$ cat src/rtl/qe_operand_feeder_pkg.sv
// Shared types and constants for the quadratic-evaluator operand feeder.
package qe_operand_feeder_pkg;

    localparam int unsigned DEFAULT_DEPTH   = 8;
    localparam int unsigned DEFAULT_TIMEOUT = 64;
    localparam int unsigned DATA_W          = 8;
    localparam int unsigned RES_W           = 16;
    localparam int unsigned CNT_W           = 8;

    localparam logic MODE_QE = 1'b0;
    localparam logic MODE_PS = 1'b1;

    typedef enum logic [1:0] {
        ST_IDLE  = 2'd0,
        ST_ISSUE = 2'd1,
        ST_WAIT  = 2'd2,
        ST_DONE  = 2'd3
    } state_t;

    // One FIFO entry: three coefficients, the operand and the stream terminator.
    typedef struct packed {
        logic [DATA_W-1:0] a;
        logic [DATA_W-1:0] b;
        logic [DATA_W-1:0] c;
        logic [DATA_W-1:0] x;
        logic              last;
    } tuple_t;

endpackage

$ cat src/rtl/qe_tuple_fifo.sv
// Operand tuple FIFO; a push while full is dropped even if a pop happens the same cycle.
module qe_tuple_fifo
    import qe_operand_feeder_pkg::*;
#(
    parameter int unsigned DEPTH = DEFAULT_DEPTH
) (
    input  logic   clk,
    input  logic   reset,
    input  logic   push,
    input  tuple_t push_data,
    input  logic   pop,
    output tuple_t pop_data,
    output logic   empty_c,
    output logic   full_c
);

    localparam int unsigned AW = $clog2(DEPTH);
    localparam int unsigned CW = AW + 1;

    tuple_t        mem [DEPTH];
    logic [AW-1:0] wr_ptr;
    logic [AW-1:0] rd_ptr;
    logic [CW-1:0] count;
    logic          do_push;
    logic          do_pop;

    assign full_c   = (count == CW'(DEPTH));
    assign empty_c  = (count == '0);
    assign do_push  = push && !full_c;
    assign do_pop   = pop && !empty_c;
    assign pop_data = mem[rd_ptr];

    always_ff @(posedge clk or negedge reset) begin
        if (!reset) begin
            wr_ptr <= '0;
            rd_ptr <= '0;
            count  <= '0;
        end else begin
            if (do_push) wr_ptr <= wr_ptr + AW'(1);
            if (do_pop)  rd_ptr <= rd_ptr + AW'(1);
            case ({do_push, do_pop})
                2'b10:   count <= count + CW'(1);
                2'b01:   count <= count - CW'(1);
                default: count <= count;
            endcase
        end
    end

    always_ff @(posedge clk) begin
        if (do_push) mem[wr_ptr] <= push_data;
    end

endmodule

$ cat src/rtl/qe_operand_feeder.sv
// Feeds buffered operand tuples to an external MAC and captures its result with a timeout.
module qe_operand_feeder
    import qe_operand_feeder_pkg::*;
#(
    parameter int unsigned DEPTH   = DEFAULT_DEPTH,
    parameter int unsigned TIMEOUT = DEFAULT_TIMEOUT
) (
    input  logic              clk,
    input  logic              reset,
    input  logic              wr_en,
    input  logic [DATA_W-1:0] wr_a,
    input  logic [DATA_W-1:0] wr_b,
    input  logic [DATA_W-1:0] wr_c,
    input  logic [DATA_W-1:0] wr_x,
    input  logic              wr_last,
    output logic              full,
    input  logic              start,
    input  logic              start_mode,
    output logic              busy,
    output logic [DATA_W-1:0] mac_a,
    output logic [DATA_W-1:0] mac_b,
    output logic [DATA_W-1:0] mac_c,
    output logic [DATA_W-1:0] mac_x,
    output logic              mac_mode,
    output logic              mac_valid_in,
    output logic              mac_last,
    input  logic              mac_valid_out,
    input  logic [RES_W-1:0]  mac_result,
    output logic              res_valid,
    output logic [RES_W-1:0]  res_data,
    output logic              timeout_err
);

    localparam logic [CNT_W-1:0] TMO_LAST = CNT_W'(TIMEOUT - 1);

    state_t             state;
    state_t             state_nx;
    logic [CNT_W-1:0]   wait_cnt;
    logic [CNT_W-1:0]   wait_cnt_nx;

    tuple_t             wr_tuple;
    tuple_t             fifo_head;
    logic               fifo_pop_c;
    logic               fifo_empty_c;
    logic               fifo_full_c;

    logic               busy_nx;
    logic [DATA_W-1:0]  mac_a_nx, mac_b_nx, mac_c_nx, mac_x_nx;
    logic               mac_mode_nx, mac_valid_in_nx, mac_last_nx;
    logic               res_valid_nx, timeout_err_nx;
    logic [RES_W-1:0]   res_data_nx;

    assign wr_tuple = {wr_a, wr_b, wr_c, wr_x, wr_last};
    assign full     = fifo_full_c;

    qe_tuple_fifo #(.DEPTH(DEPTH)) u_fifo (
        .clk       (clk),
        .reset     (reset),
        .push      (wr_en),
        .push_data (wr_tuple),
        .pop       (fifo_pop_c),
        .pop_data  (fifo_head),
        .empty_c   (fifo_empty_c),
        .full_c    (fifo_full_c)
    );

    always_ff @(posedge clk or negedge reset) begin
        if (!reset) state <= ST_IDLE;
        else        state <= state_nx;
    end

    always_comb begin
        state_nx = state;
        case (state)
            ST_IDLE:  if (start && !fifo_empty_c) state_nx = ST_ISSUE;
            ST_ISSUE: if (!fifo_empty_c && (mac_mode == MODE_QE || fifo_head.last))
                          state_nx = ST_WAIT;
            ST_WAIT:  if (mac_valid_out || wait_cnt == TMO_LAST) state_nx = ST_DONE;
            ST_DONE:  state_nx = ST_IDLE;
            default:  state_nx = ST_IDLE;
        endcase
    end

    // Operand/result registers hold unless this state updates them; pulses default low.
    always_comb begin
        fifo_pop_c      = 1'b0;
        wait_cnt_nx     = '0;
        busy_nx         = (state_nx != ST_IDLE);
        mac_a_nx        = mac_a;
        mac_b_nx        = mac_b;
        mac_c_nx        = mac_c;
        mac_x_nx        = mac_x;
        mac_mode_nx     = mac_mode;
        mac_valid_in_nx = 1'b0;
        mac_last_nx     = mac_last;
        res_valid_nx    = 1'b0;
        res_data_nx     = res_data;
        timeout_err_nx  = timeout_err;
        case (state)
            ST_IDLE: begin
                if (start && !fifo_empty_c) begin
                    mac_mode_nx    = start_mode;
                    timeout_err_nx = 1'b0;
                end
            end
            ST_ISSUE: begin
                if (!fifo_empty_c) begin
                    fifo_pop_c      = 1'b1;
                    mac_a_nx        = fifo_head.a;
                    mac_b_nx        = fifo_head.b;
                    mac_c_nx        = fifo_head.c;
                    mac_x_nx        = fifo_head.x;
                    mac_valid_in_nx = 1'b1;
                    mac_last_nx     = (mac_mode == MODE_PS) && fifo_head.last;
                end
            end
            ST_WAIT: begin
                if (mac_valid_out) begin
                    res_data_nx  = mac_result;
                    res_valid_nx = 1'b1;
                end else if (wait_cnt == TMO_LAST) begin
                    timeout_err_nx = 1'b1;
                end else begin
                    wait_cnt_nx = wait_cnt + CNT_W'(1);
                end
            end
            default: ;
        endcase
    end

    always_ff @(posedge clk or negedge reset) begin
        if (!reset) begin
            wait_cnt     <= '0;
            busy         <= 1'b0;
            mac_a        <= '0;
            mac_b        <= '0;
            mac_c        <= '0;
            mac_x        <= '0;
            mac_mode     <= MODE_QE;
            mac_valid_in <= 1'b0;
            mac_last     <= 1'b0;
            res_valid    <= 1'b0;
            res_data     <= '0;
            timeout_err  <= 1'b0;
        end else begin
            wait_cnt     <= wait_cnt_nx;
            busy         <= busy_nx;
            mac_a        <= mac_a_nx;
            mac_b        <= mac_b_nx;
            mac_c        <= mac_c_nx;
            mac_x        <= mac_x_nx;
            mac_mode     <= mac_mode_nx;
            mac_valid_in <= mac_valid_in_nx;
            mac_last     <= mac_last_nx;
            res_valid    <= res_valid_nx;
            res_data     <= res_data_nx;
            timeout_err  <= timeout_err_nx;
        end
    end

endmodule

$ cat config.mk
export PLATFORM = sky130hd
export DESIGN_NAME = qe_operand_feeder
export DESIGN_NICKNAME = d
export VERILOG_FILES = /design/src/rtl/qe_operand_feeder_pkg.sv /design/src/rtl/qe_tuple_fifo.sv /design/src/rtl/qe_operand_feeder.sv
export SDC_FILE = /design/constraint.sdc
export NUM_CORES = 1
export LEC_CHECK = 0
export BUFFER_PORTS_ARGS = -buffer_cell sky130_fd_sc_hd__buf_2
export CAP_MARGIN = 0
export CORE_MARGIN = 3
export CORE_UTILIZATION = 29
export CTS_CLUSTER_DIAMETER = 150
export DETAILED_ROUTE_END_ITERATION = 8
export GPL_TIMING_DRIVEN = 0
export SYNTH_ARGS = -nofsm -noshare
export SYNTH_HDL_FRONTEND = slang
export SYNTH_SLANG_ARGS = --single-unit
$ cat constraint.sdc
create_clock -name clk -period 10.8 [get_ports clk]
set_clock_uncertainty 0.1 [all_clocks]
set_input_delay 2.16 -clock clk [delete_from_list [all_inputs] [get_ports clk]]
set_output_delay 2.16 -clock clk [all_outputs]
set_load 0.02 [all_outputs]
==> flow_summary.ini <==
[sta]
fmax_mhz = 252
fin_crit_ps = 3960
worst_slack_ps = 6840
rsz0062_at_grt = false
setup_viol = 0
finalCritPeriodShare_pct = 36.7
relSlewSlack_pct = 39.0
tns_ps = 0
drv_slew = 0
hold_viol = 0
tightestPinTransition_ps = 916

[clock_network]
cts_root_buf = clkbuf_16
cts_htree_levels = 2
cts_tree = yes
cts_buffer_depth = 3
post-cts-setup-buffers = 0
cts-buffers-inserted = 35
ctsResizeCount = 0
hold_buffers = 0
clk_latency_ps = 530
clock-sinks = 338
clk_pin_slew_ps = 60

[floorplanning]
rows = 76
ios = 110
die_h_um = 217
die-area_um2 = 47200
start_util_pct = 29.7
coreArea_um2 = 43600
die_x_um = 217

[placed_design]
place_area_um2 = 14500
portBuffers = 109
dp_hpwl_mm = 17.4
gp_congestion = 0.672
pre_cts_ws_ps = 6300

[drt]
via_count = 6352
drc = 0
first_pass_iters = 5
postRouteAntennaNets = 0
wire_per_inst_um = 19.4
wl_mm = 27.5
vias_per_cell = 4.48
drt_iter0_drc = 519

[hold_path]
worstHoldPathType = flop to flop
min-delay-start = res_data[4]

[power]
ir_worst_vdd_v = 0.000136
p_leak_nw = 5.53
powerDensity_nw_per_um2 = 280

[global_route]
antenna_found_initial = 4
grt_max_degree = 40
grt_util_all_layers_pct = 11.7
grt_overflow_total = 0
grt_pass1_wl_mm = 41.9
grt_pass1_vias = 6713

[worst_setup_path]
arrival_ps = 4090
max_stage_delay_ps = 700
reg2reg_from = u_fifo.count[0]
cp-end-kind = flop
critPathLaunchType = primary input
path_class = primary input to flop
crit_chain = buf_2 -> a21boi_1 -> nand2b_1 -> nor3_2 -> buf_8 -> buf_6
startpoint = wr_en
cp_max_fo = 9
path_buf_inv = 3
crit_path_top_delay_cell = nor3_2
cp.required_ps = 10930
path_delay_family = simple AND/OR/NAND/NOR gates

[logic_synthesis]
synthArstFlopShare_pct = 21.9
netlist_area_um2 = 12900
synthTopCellsByArea = edfxtp_1 61%, dfrtp_1 14%, mux4_2 11%, mux2i_1 2.6%, mux2_2 1.6%
synth_nets = 706
ys.flop_type = edfxtp_1
synth-seq-cells = 338
synth-seq-area-share_pct = 75.5
synth_warnings = 0
syn_inst = 645
synthTopCellsByCount = 264 x edfxtp_1, 74 x dfrtp_1, 66 x mux4_2
synth.distinct_cells = 44
syn_area_per_cell_um2 = 20.1
synth_top_area_share_pct = 61.2
yosysTopAreaCell = edfxtp_1
synth.most_common_cell = edfxtp_1
synth-edff-count = 264

[finish]
drive_above_1_share_pct = 35.1
syn_to_final_growth_pct = 20.9
post-route-cell-area_um2 = 15700
final_nets = 867

[job]
maxCapViolCount = 0

[run_status]
outcome = complete, no violations
==> report_power, final <==
group          leakage [nW]  internal [mW]  total, mW  switching, mW
sequential             3.27           1.68       1.79          0.104
clock                 0.543          0.697       1.18          0.482
combinational          1.72          0.615       1.41          0.797
total                  5.53           2.99       4.38           1.38
==> sequential cells by signal, indices dropped and copies added, names as in the netlist <==
| signal | cells |
|---|---|
| busy | 1 |
| mac_a | 8 |
| mac_b | 8 |
| mac_c | 8 |
| mac_last | 1 |
| mac_mode | 1 |
| mac_valid_in | 1 |
| mac_x | 8 |
| res_data | 16 |
| res_valid | 1 |
| state | 2 |
| timeout_err | 1 |
| u_fifo.count | 4 |
| u_fifo.mem | 264 |
| u_fifo.rd_ptr | 3 |
| u_fifo.wr_ptr | 3 |
| wait_cnt | 8 |
==> cells in the final DEF (no fill, tap or decap), types with 18 or more instances in the layout <==
cell type,instances
mux2i_1,33
buf_2,119
edfxtp_1,264
a21oi_1,37
dfrtp_1,74
nor2_1,45
clkbuf_1,19
mux4_2,66
clkbuf_16,36
mux2_2,18
==> per-layer routing <==
metal  global-route usage [%]  vias to the layer above  share of wire [%]
li1                         -                     2885                  -
met1                     16.2                     3280                 46
met2                     18.7                      146                 47
met3                     2.81                       37                5.4
met4                     2.98                        4                1.4
met5                        0                        -              0.062
==> path summary, 6_finish.rpt <==
check | to | slack [ps] | cells past startpoint
max | u_fifo.mem[0][26] | 6840 | 6
min in group asynchronous | busy | 1510 | 1
max in group asynchronous | mac_a[1] | 8460 | 2
min reg2reg | res_data[4] | 400 | 1
max reg2reg | u_fifo.count[3] | 7420 | 8
min | res_data[4] | 400 | 1
==> cells by family after synthesis <==
kind of cell	Yosys count	synth area share, %
buf+inv	32	1.85
compound gates	45	1.88
flops	338	75.5
simple gates	92	3.49
xor+xnor	14	0.947
fa+ha+maj	6	0.580
mux	118	15.7
==> final cells by class <==
cell class,count,area [um2]
flip-flops and latches,338,9780
repair buffers,124,797
well taps,585,732
clock inverters,13,154
inverters,4,15.0
plain buffers,28,224
diodes,2,5.00
clock buffers,50,963
fillers,4120,27900
multi-input cells,275,2980
==> metrics by stage <==
step | power (mW) | utilization (%) | hold slack [ps] | instances
after global placement | 3.20 | 32.7 | 381 | 1339
final | 4.38 | 35.9 | 398 | 1419
after floorplan | 2.77 | - | 365 | 645
after global routing | 4.62 | 35.9 | 403 | 1417
after detailed placement | 3.26 | 33.4 | 387 | 1354
after CTS | 4.46 | 35.9 | 400 | 1417
Power figures use the tool's default switching activity.
